`src/rtl/determinante_pkg.sv`:
```
// Shared types and constants for the sequential determinant engine:
// FSM states, result width and the per-term element/sign table.
package determinante_pkg;

  typedef enum logic {IDLE, CALC} state_t;

  // Width that holds the worst-case 3x3 sum of six signed triple products.
  function automatic int det_w(input int elem_w);
    return 3 * elem_w + 3;
  endfunction

  typedef struct packed {
    logic [3:0] a;
    logic [3:0] b;
    logic [3:0] c;
    logic       neg;
  } termo_t;

  localparam logic [2:0] LAST_2X2 = 3'd1;
  localparam logic [2:0] LAST_3X3 = 3'd5;

  // Element indices and sign of each term. The 2x2 case uses the top-left
  // submatrix and only the a/b factors.
  function automatic termo_t termo_tab(input logic modo, input logic [2:0] idx);
    termo_t t;
    if (!modo) begin
      t = (idx == 3'd0) ? '{a: 4'd0, b: 4'd4, c: 4'd0, neg: 1'b0}
                        : '{a: 4'd1, b: 4'd3, c: 4'd0, neg: 1'b1};
    end else begin
      case (idx)
        3'd0:    t = '{a: 4'd0, b: 4'd4, c: 4'd8, neg: 1'b0};
        3'd1:    t = '{a: 4'd1, b: 4'd5, c: 4'd6, neg: 1'b0};
        3'd2:    t = '{a: 4'd2, b: 4'd3, c: 4'd7, neg: 1'b0};
        3'd3:    t = '{a: 4'd2, b: 4'd4, c: 4'd6, neg: 1'b1};
        3'd4:    t = '{a: 4'd1, b: 4'd3, c: 4'd8, neg: 1'b1};
        default: t = '{a: 4'd0, b: 4'd5, c: 4'd7, neg: 1'b1};
      endcase
    end
    return t;
  endfunction

endpackage

```
`src/rtl/determinante_termo.sv`:
```
// Combinational term generator: one signed, sign-extended product of the
// captured elements selected by the term index.
module determinante_termo
  import determinante_pkg::*;
#(
  parameter  int ELEM_W = 8,
  localparam int DET_W  = det_w(ELEM_W)
) (
  input  logic [9*ELEM_W-1:0]    matriz,
  input  logic                   modo,
  input  logic [2:0]             idx,
  output logic signed [DET_W-1:0] termo
);

  logic signed [ELEM_W-1:0] m [9];

  for (genvar k = 0; k < 9; k++) begin : g_elem
    assign m[k] = matriz[(8-k)*ELEM_W +: ELEM_W];
  end

  function automatic logic signed [DET_W-1:0] sext(input logic signed [ELEM_W-1:0] e);
    return {{(DET_W-ELEM_W){e[ELEM_W-1]}}, e};
  endfunction

  termo_t                   t;
  logic signed [DET_W-1:0]  prod;

  // NOTE: every variable written here gets a value first on every path so no latch is inferred.
  always_comb begin
    t    = termo_tab(modo, idx);
    prod = sext(m[t.a]) * sext(m[t.b]);
    if (modo) prod = prod * sext(m[t.c]);
    termo = t.neg ? -prod : prod;
  end

endmodule

```
`src/rtl/determinante_seq.sv`:
```
// Sequential determinant of a 2x2 or 3x3 signed matrix: one term accumulated
// per cycle, det updated with a one-cycle done pulse.
module determinante_seq
  import determinante_pkg::*;
#(
  parameter  int ELEM_W = 8,
  localparam int DET_W  = det_w(ELEM_W)
) (
  input  logic                    clk,
  input  logic                    rst_n,
  input  logic                    start,
  input  logic                    modo,
  input  logic [9*ELEM_W-1:0]     matriz,
  output logic                    busy,
  output logic                    done,
  output logic signed [DET_W-1:0] det
);

  state_t                  state, state_next;
  logic [9*ELEM_W-1:0]     op_matriz;
  logic                    op_modo;
  logic [2:0]              idx;
  logic signed [DET_W-1:0] acc, sum, termo;
  logic                    last;

  determinante_termo #(.ELEM_W(ELEM_W)) u_termo (
    .matriz (op_matriz),
    .modo   (op_modo),
    .idx    (idx),
    .termo  (termo)
  );

  always_comb begin
    state_next = state;
    sum        = acc + termo;
    last       = (idx == (op_modo ? LAST_3X3 : LAST_2X2));
    if (state == IDLE) begin
      if (start) state_next = CALC;
    end else if (last) begin
      state_next = IDLE;
    end
  end

  // NOTE: state uses non-blocking assignments so all registers update from pre-edge values.
  // NOTE: captured operands are reset too, so an aborted run leaves nothing behind.
  always_ff @(posedge clk or negedge rst_n) begin
    if (!rst_n) begin
      state     <= IDLE;
      op_matriz <= '0;
      op_modo   <= 1'b0;
      idx       <= '0;
      acc       <= '0;
      det       <= '0;
      done      <= 1'b0;
    end else begin
      state <= state_next;
      done  <= 1'b0;
      if (state == IDLE) begin
        if (start) begin
          op_matriz <= matriz;
          op_modo   <= modo;
          acc       <= '0;
          idx       <= '0;
        end
      end else begin
        acc <= sum;
        idx <= idx + 3'd1;
        if (last) begin
          det  <= sum;
          done <= 1'b1;
        end
      end
    end
  end

  assign busy = (state == CALC);

endmodule
```
`config.mk`:
```
export PLATFORM = sky130hd
export DESIGN_NAME = determinante_seq
export DESIGN_NICKNAME = d
export VERILOG_FILES = /design/src/rtl/determinante_pkg.sv /design/src/rtl/determinante_termo.sv /design/src/rtl/determinante_seq.sv
export SDC_FILE = /design/constraint.sdc
export NUM_CORES = 1
export LEC_CHECK = 0
export ABC_AREA = 1
export BUFFER_PORTS_ARGS = -buffer_cell sky130_fd_sc_hd__buf_2
export CORE_MARGIN = 2
export CORE_UTILIZATION = 59
export CTS_BUF_LIST = sky130_fd_sc_hd__clkbuf_2 sky130_fd_sc_hd__clkbuf_4 sky130_fd_sc_hd__clkbuf_8
export DETAILED_ROUTE_END_ITERATION = 12
export PLACE_DENSITY = 0.78
export SYNTH_ARGS = -nofsm -noshare
export SYNTH_HDL_FRONTEND = slang
export SYNTH_SLANG_ARGS = --single-unit
```
`constraint.sdc`:
```
create_clock -name clk -period 25.9 [get_ports clk]
set_input_delay 3.885 -clock clk [delete_from_list [all_inputs] [get_ports clk]]
set_output_delay 3.885 -clock clk [all_outputs]
set_load 0.05 [all_outputs]
```
# Word level (Yosys, flattened, before mapping)
# Index checks and enable logic that the tools add are counted.
[word_totals]
reg_bits = 132
in_bits = 76
out_inout_bits = 29
wordCells = 52
[classes]
addsub = 3
multipliers = 2
order_cmp = 3
eq_ne = 5
mux = 24
bitwise_logic = 4
reduce_logical = 4
[op_table]
columns = ["op", "n"]
rows = [
  ["$mux 27", 4],
  ["$bmux 8 s4", 3],
  ["$pmux 11 s5", 1],
  ["$mux 8", 6],
  ["$add 27x27->27", 1],
  ["$neg 27->27", 1],
  ["$mul 16x8->24", 1],
  ["$mul 8x8->16", 1],
  ["$ge 5x5->1 const B", 3],
  ["$not 4->5", 3],
  ["$mux 13", 1],
  ["$mux 10", 1],
  ["$mux 3", 3],
  ["$eq 3x2->1 const B", 2],
  ["$mux 1", 5],
  ["$reduce_and 2->1", 2],
  ["$add 3x1->3 const B", 1],
  ["$eq 3x1->1 const B", 1],
  ["$eq 3x3->1", 1],
  ["$eq 3x3->1 const B", 1],
  ["$logic_not 3->1", 1],
  ["$reduce_bool 2->1", 1],
  ["$not 1->1", 1],
]

# Longest topological paths before layout
[depth]
ltp_word = 14
depth_mapped = 72
mapped_depth_nobuf = 71

# Cells and area by module
# A second synthesis with hierarchy kept.
[hier_totals]
hier_cells = 2210
area_unflattened_um2 = 16193.0
[by_module_without_submodules]
columns = ["mod", "n_inst", "cells_each", "area_per_inst_um2", "seq_area_each_um2"]
rows = [
  ["determinante_termo", 1, 1414, 9260.1, 0.0],
  ["determinante_seq", 1, 796, 6932.9, 3303.2],
]

# Worst setup path before layout
# No wires, ideal clock.
[synth_timing]
path_type = "register to register"
startpoint = "reg idx[0]"
endpoint = "reg acc[25]"
setup_ns = 0.122
arrival_ns = 11.204
t_required_ns = 25.778
setup_slack_ns = 14.574
path_stages_with_launch = 62
path_buffers = 1
period_less_slack_ns = 11.326
path_cell_list = "dfrtp_1 -> inv_1 -> ha_1 -> nand2_1 -> inv_1 -> nor2_1 -> inv_1 -> o21ai_2 -> inv_1 -> clkbuf_1 -> o21ai_0 -> nand2_1 -> nand2_1 -> inv_1 -> nor2_1 -> inv_1 -> fa_1 -> inv_1 -> [26 not listed] -> o21ai_0 -> nand3_1 -> nor2_1 -> o21ai_0 -> nor2_1 -> nand3_1 -> nand2_1 -> xnor2_1 -> ha_1 -> a21oi_1 -> nand2_1 -> a21oi_1 -> nand3_1 -> nand2_1 -> a21oi_1 -> or2_2 -> or2_2 -> a32o_1"
[synth_between]
elab_chain_len = 14
elab_cells_between_ends = 27
classes_between = "add/sub (2); mul (2); eq/ne (4); mux (15); bitwise (3); reduce/logical (1)"
[synth_rtl]
columns = ["element", "line_no", "source"]
rows = [
  ["start, declared", "determinante_seq.sv:22", "logic [2:0] idx;"],
  ["start signal, assigned", "determinante_seq.sv:67", "idx <= idx + 3'd1;"],
  ["$eq 3x3->1 (tied with other cells)", "determinante_pkg.sv:30", "case (idx)"],
  ["$pmux 11 s5 or $mux 10 (tied branches)", "determinante_pkg.sv:30, determinante_pkg.sv:27", ""],
  ["$mux 13 *", "determinante_pkg.sv:26", "if (!modo) begin"],
  ["$not 4->5 (implied by the code)", "determinante_termo.sv:31", "prod = sext(m[t.a]) * sext(m[t.b]);"],
  ["$bmux 8 s4", "determinante_termo.sv:31", ""],
  ["$mux 8 (implied by the code) (2 in a row)", "determinante_termo.sv:31", ""],
  ["$mul 8x8->16", "determinante_termo.sv:31", ""],
  ["$mul 16x8->24", "determinante_termo.sv:32", "if (modo) prod = prod * sext(m[t.c]);"],
  ["$mux 27", "determinante_termo.sv:32", ""],
  ["$neg 27->27", "determinante_termo.sv:33", "termo = t.neg ? -prod : prod;"],
  ["$mux 27 *", "determinante_termo.sv:33", ""],
  ["$add 27x27->27 *", "determinante_seq.sv:35", "sum = acc + termo;"],
  ["$mux 27 *", "determinante_seq.sv:58", "if (state == IDLE) begin"],
  ["end signal, assigned", "determinante_seq.sv:66", "acc <= sum;"],
  ["end, declared", "determinante_seq.sv:23", "logic signed [DET_W-1:0] acc, sum, termo;"],
]
# Mark *: on every way between the ends. The rest lies on a longest branch, timed or not. The select of a mux whose other input is x is not followed.
# A chain may end at the register's enable or synchronous reset.

# Worst setup path after layout
[layout_timing]
startpoint = "reg op_modo"
endpoint = "reg acc[25]"
[layout_between]
elab_chain_len = 12
elab_cells_between_ends = 20
classes_between = "add/sub (2); mul (2); mux (13); bitwise (3)"
[layout_rtl]
columns = ["element", "line_no", "source"]
rows = [
  ["start, declared", "determinante_seq.sv:21", "logic op_modo;"],
  ["start signal, assigned", "determinante_seq.sv:61", "op_modo <= modo;"],
  ["$mux 13", "determinante_pkg.sv:26", ""],
  ["$not 4->5 (implied by the code)", "determinante_termo.sv:31", ""],
  ["$bmux 8 s4", "determinante_termo.sv:31", ""],
  ["$mux 8 (implied by the code) (2 in a row)", "determinante_termo.sv:31", ""],
  ["$mul 8x8->16", "determinante_termo.sv:31", ""],
  ["$mul 16x8->24", "determinante_termo.sv:32", ""],
  ["$mux 27", "determinante_termo.sv:32", ""],
  ["$neg 27->27", "determinante_termo.sv:33", ""],
  ["$mux 27 *", "determinante_termo.sv:33", ""],
  ["$add 27x27->27 *", "determinante_seq.sv:35", ""],
  ["$mux 27 *", "determinante_seq.sv:58", ""],
]
# Marks and branches as above.

==> flow_summary.ini <==
[worst_setup_path]
rr_worst_depth = 55
required_ns = 26.25
cp-end-kind = register
critical-path-max-stage-delay_ns = 0.85
rrSetupSlack_ns = 12.12
cp_common_cell = inv_1
arrival_ns = 14.13
timing_worst_setup_path_type = reg -> reg
slowest_stage = nand2_1
r2r-start = op_modo
rr_endpoint = acc[25]
cp_max_fo = 34
cp-start-kind = register

[cts]
root_buffer = clkbuf_8
clock-sinks = 132
clk_path_buf_depth = 2
cts_made_buffers = 17
h-tree-depth = 4
clk_pin_slew_ns = 0.09
cts_tree = done
clock_latency_ns = 0.47
cts_setup_buffers = 0
cts_resized = 0
hold_buffers = 0

[synthesis]
synth_edf_count = 0
synthXorXnorAreaFrac = 0.03584
synth_top_family_by_area = adder cells
synthSimpleGateAreaFrac = 0.2163
synthAdderAreaFrac = 0.2919
yosys_register_bits = 132
netlist_area_mm2 = 0.01540
yosysMostFrequentCell = nand2_1
ys_top_cells_by_count = 412 x nand2_1, 386 x inv_1, 242 x nor2_1
yosysSeqAreaShare = 0.2145
synth_flop_cell = dfrtp_1
synth.area.mux_share = 0.03145
syn-instance-count = 2037
yosysWarnings = 0
yosys-top-cells-area = dfrtp_1 21%, fa_1 20%, nand2_1 10%, ha_1 9.4%, inv_1 9.4%
syn_area_per_cell_um2 = 7.558
synth_largest_area_cell = dfrtp_1
synth_fp_nets = 2381
synth.top_cell.area_share = 0.2145
synthDistinctLibCells = 48
synth_compound_area_frac = 0.1008
synthArstFlopShare = 1.000

[cells_and_area]
post-route-util = 0.6415
drive_above_1_share = 0.1034
layout.nets = 2459
syn_to_final_growth_pct = 7.647

[sta]
period_needed_ns = 13.78
fmax_mhz = 72.55
rsz0062_at_grt = no
period_share = 0.5322
final-hold-violation-count = 0
setup_violations = 0
max-slew-margin-rel = 0.2494
fin_skew_ns = 0.01566
setup_tns_ns = 0
drv_slew = 0
tightest_slew_ns = 1.126

[global_route]
grt_overflow_total = 0
track_usage = 0.3108
top_usage_layer = met2
antenna_found_initial = 1
grtUsageMet1 = 0.4353
grt_pass1_vias = 13760
use_met2 = 0.5140
grt_pass1_wl_um = 67360
gr-usage-met3 = 0.03821
grt_max_degree = 104

[min_path]
min_from = det[6]
hold_path_end = det[6]
hold_path_depth = 2
hp-class = reg -> reg

[route]
drc = 0
vias = 13660
wl_per_cell_um = 16.30
drt-initial-drc-count = 1124
ant_nets = 0
firstDrtPassIters = 6
via_per_inst = 5.544
drt-total-wl_um = 40160

[floorplan]
die-width_um = 165.5
start_util = 0.5959
fp.coreArea_mm2 = 0.02584
rows = 59
die_y_um = 165.5
io_pins = 105
dieArea_mm2 = 0.02740

[place]
place.gp.congestion = 1.022
io_buffers = 104
dp_hpwl_um = 32100

[job]
max-cap-violations = 0

[run_status]
outcome = complete, no violations
[how the worst max path moves through the flow]
stage | start | end | slack [ns] | cells after the start
after global placement | op_modo | acc[25] | 12.48 | 55
final | op_modo | acc[25] | 12.12 | 55
after global routing | idx[0] | acc[25] | 11.02 | 57
after CTS | op_modo | acc[25] | 12.32 | 55
after floorplan | idx[0] | acc[25] | 14.57 | 61
after detailed placement | op_modo | acc[25] | 12.35 | 55
[cell type report]
| type | count | area, µm² |
|---|---|---|
| Antenna cell | 1 | 2.502 |
| Clock buffer | 17 | 234.0 |
| Clock inverter | 15 | 163.9 |
| Fill cell | 2291 | 9264 |
| Inverter | 393 | 1475 |
| Multi-Input combinational cell | 1463 | 10420 |
| Sequential cell | 132 | 3303 |
| Tap cell | 335 | 419.2 |
| Timing Repair Buffer | 108 | 556.8 |
[worst max-delay path, delay by kind of cell, from the launching register on]
family	cells	cell delay [ns]
fa+ha+maj	11	5.22
simple gates	21	4.47
compound gates	9	1.75
buf+inv	13	1.63
flops	1	0.36
xor+xnor	1	0.22
[placed cells by master, fill, tap and decap left out, drive strengths merged, types with 6 or more instances in the layout]
cell type,n
fa,152
buf,108
ha,116
xor2,37
nand3,96
dfrtp,132
nor3,8
o21ai,128
nor2,249
clkbuf,17
o211ai,10
nand4,18
or2,7
a21oi,105
inv,399
nand2,420
xnor2,26
clkinv,6
o22ai,9
mux2,43
[layer usage]
metal	up-vias	wire, µm
li1	6521	-
met2	486	18660
met4	0	868
met1	6575	18020
met5	-	0
met3	78	2609
[through the flow]
step	hold WS [ns]	worst slack (ns)	cell area [µm²]	std cells
6_report	0.4869	12.12	16570	2464
4_1_cts	0.4889	12.32	16570	2463
3_5_place_dp	0.4604	12.35	16170	2431
2_1_floorplan	0.4555	14.57	15400	2037
5_1_grt	0.5181	11.02	16570	2464
3_3_place_gp	0.4615	12.48	16170	2431
[sequential cells by signal (all words and copies together) (netlist names)]
register / flops
op_matriz: 72
op_modo: 1
done: 1
acc: 27
idx: 3
det: 27
busy: 1
[kinds of logic (layout without fill, tap and decap cells)]
kind of cell / Yosys count / count (layout)
and+or+nand+nor: 809 / 809
buffers and inverters: 442 / 533
AOI/OAI and AO/OA: 280 / 280
adders and majority gates: 268 / 268
DFF: 132 / 132
xor gates and xnor gates: 63 / 63
muxes: 43 / 43
other: 0 / 1
Power is not shown: default switching activity piles up to over one toggle a cycle in this logic, so the estimate is an artifact.
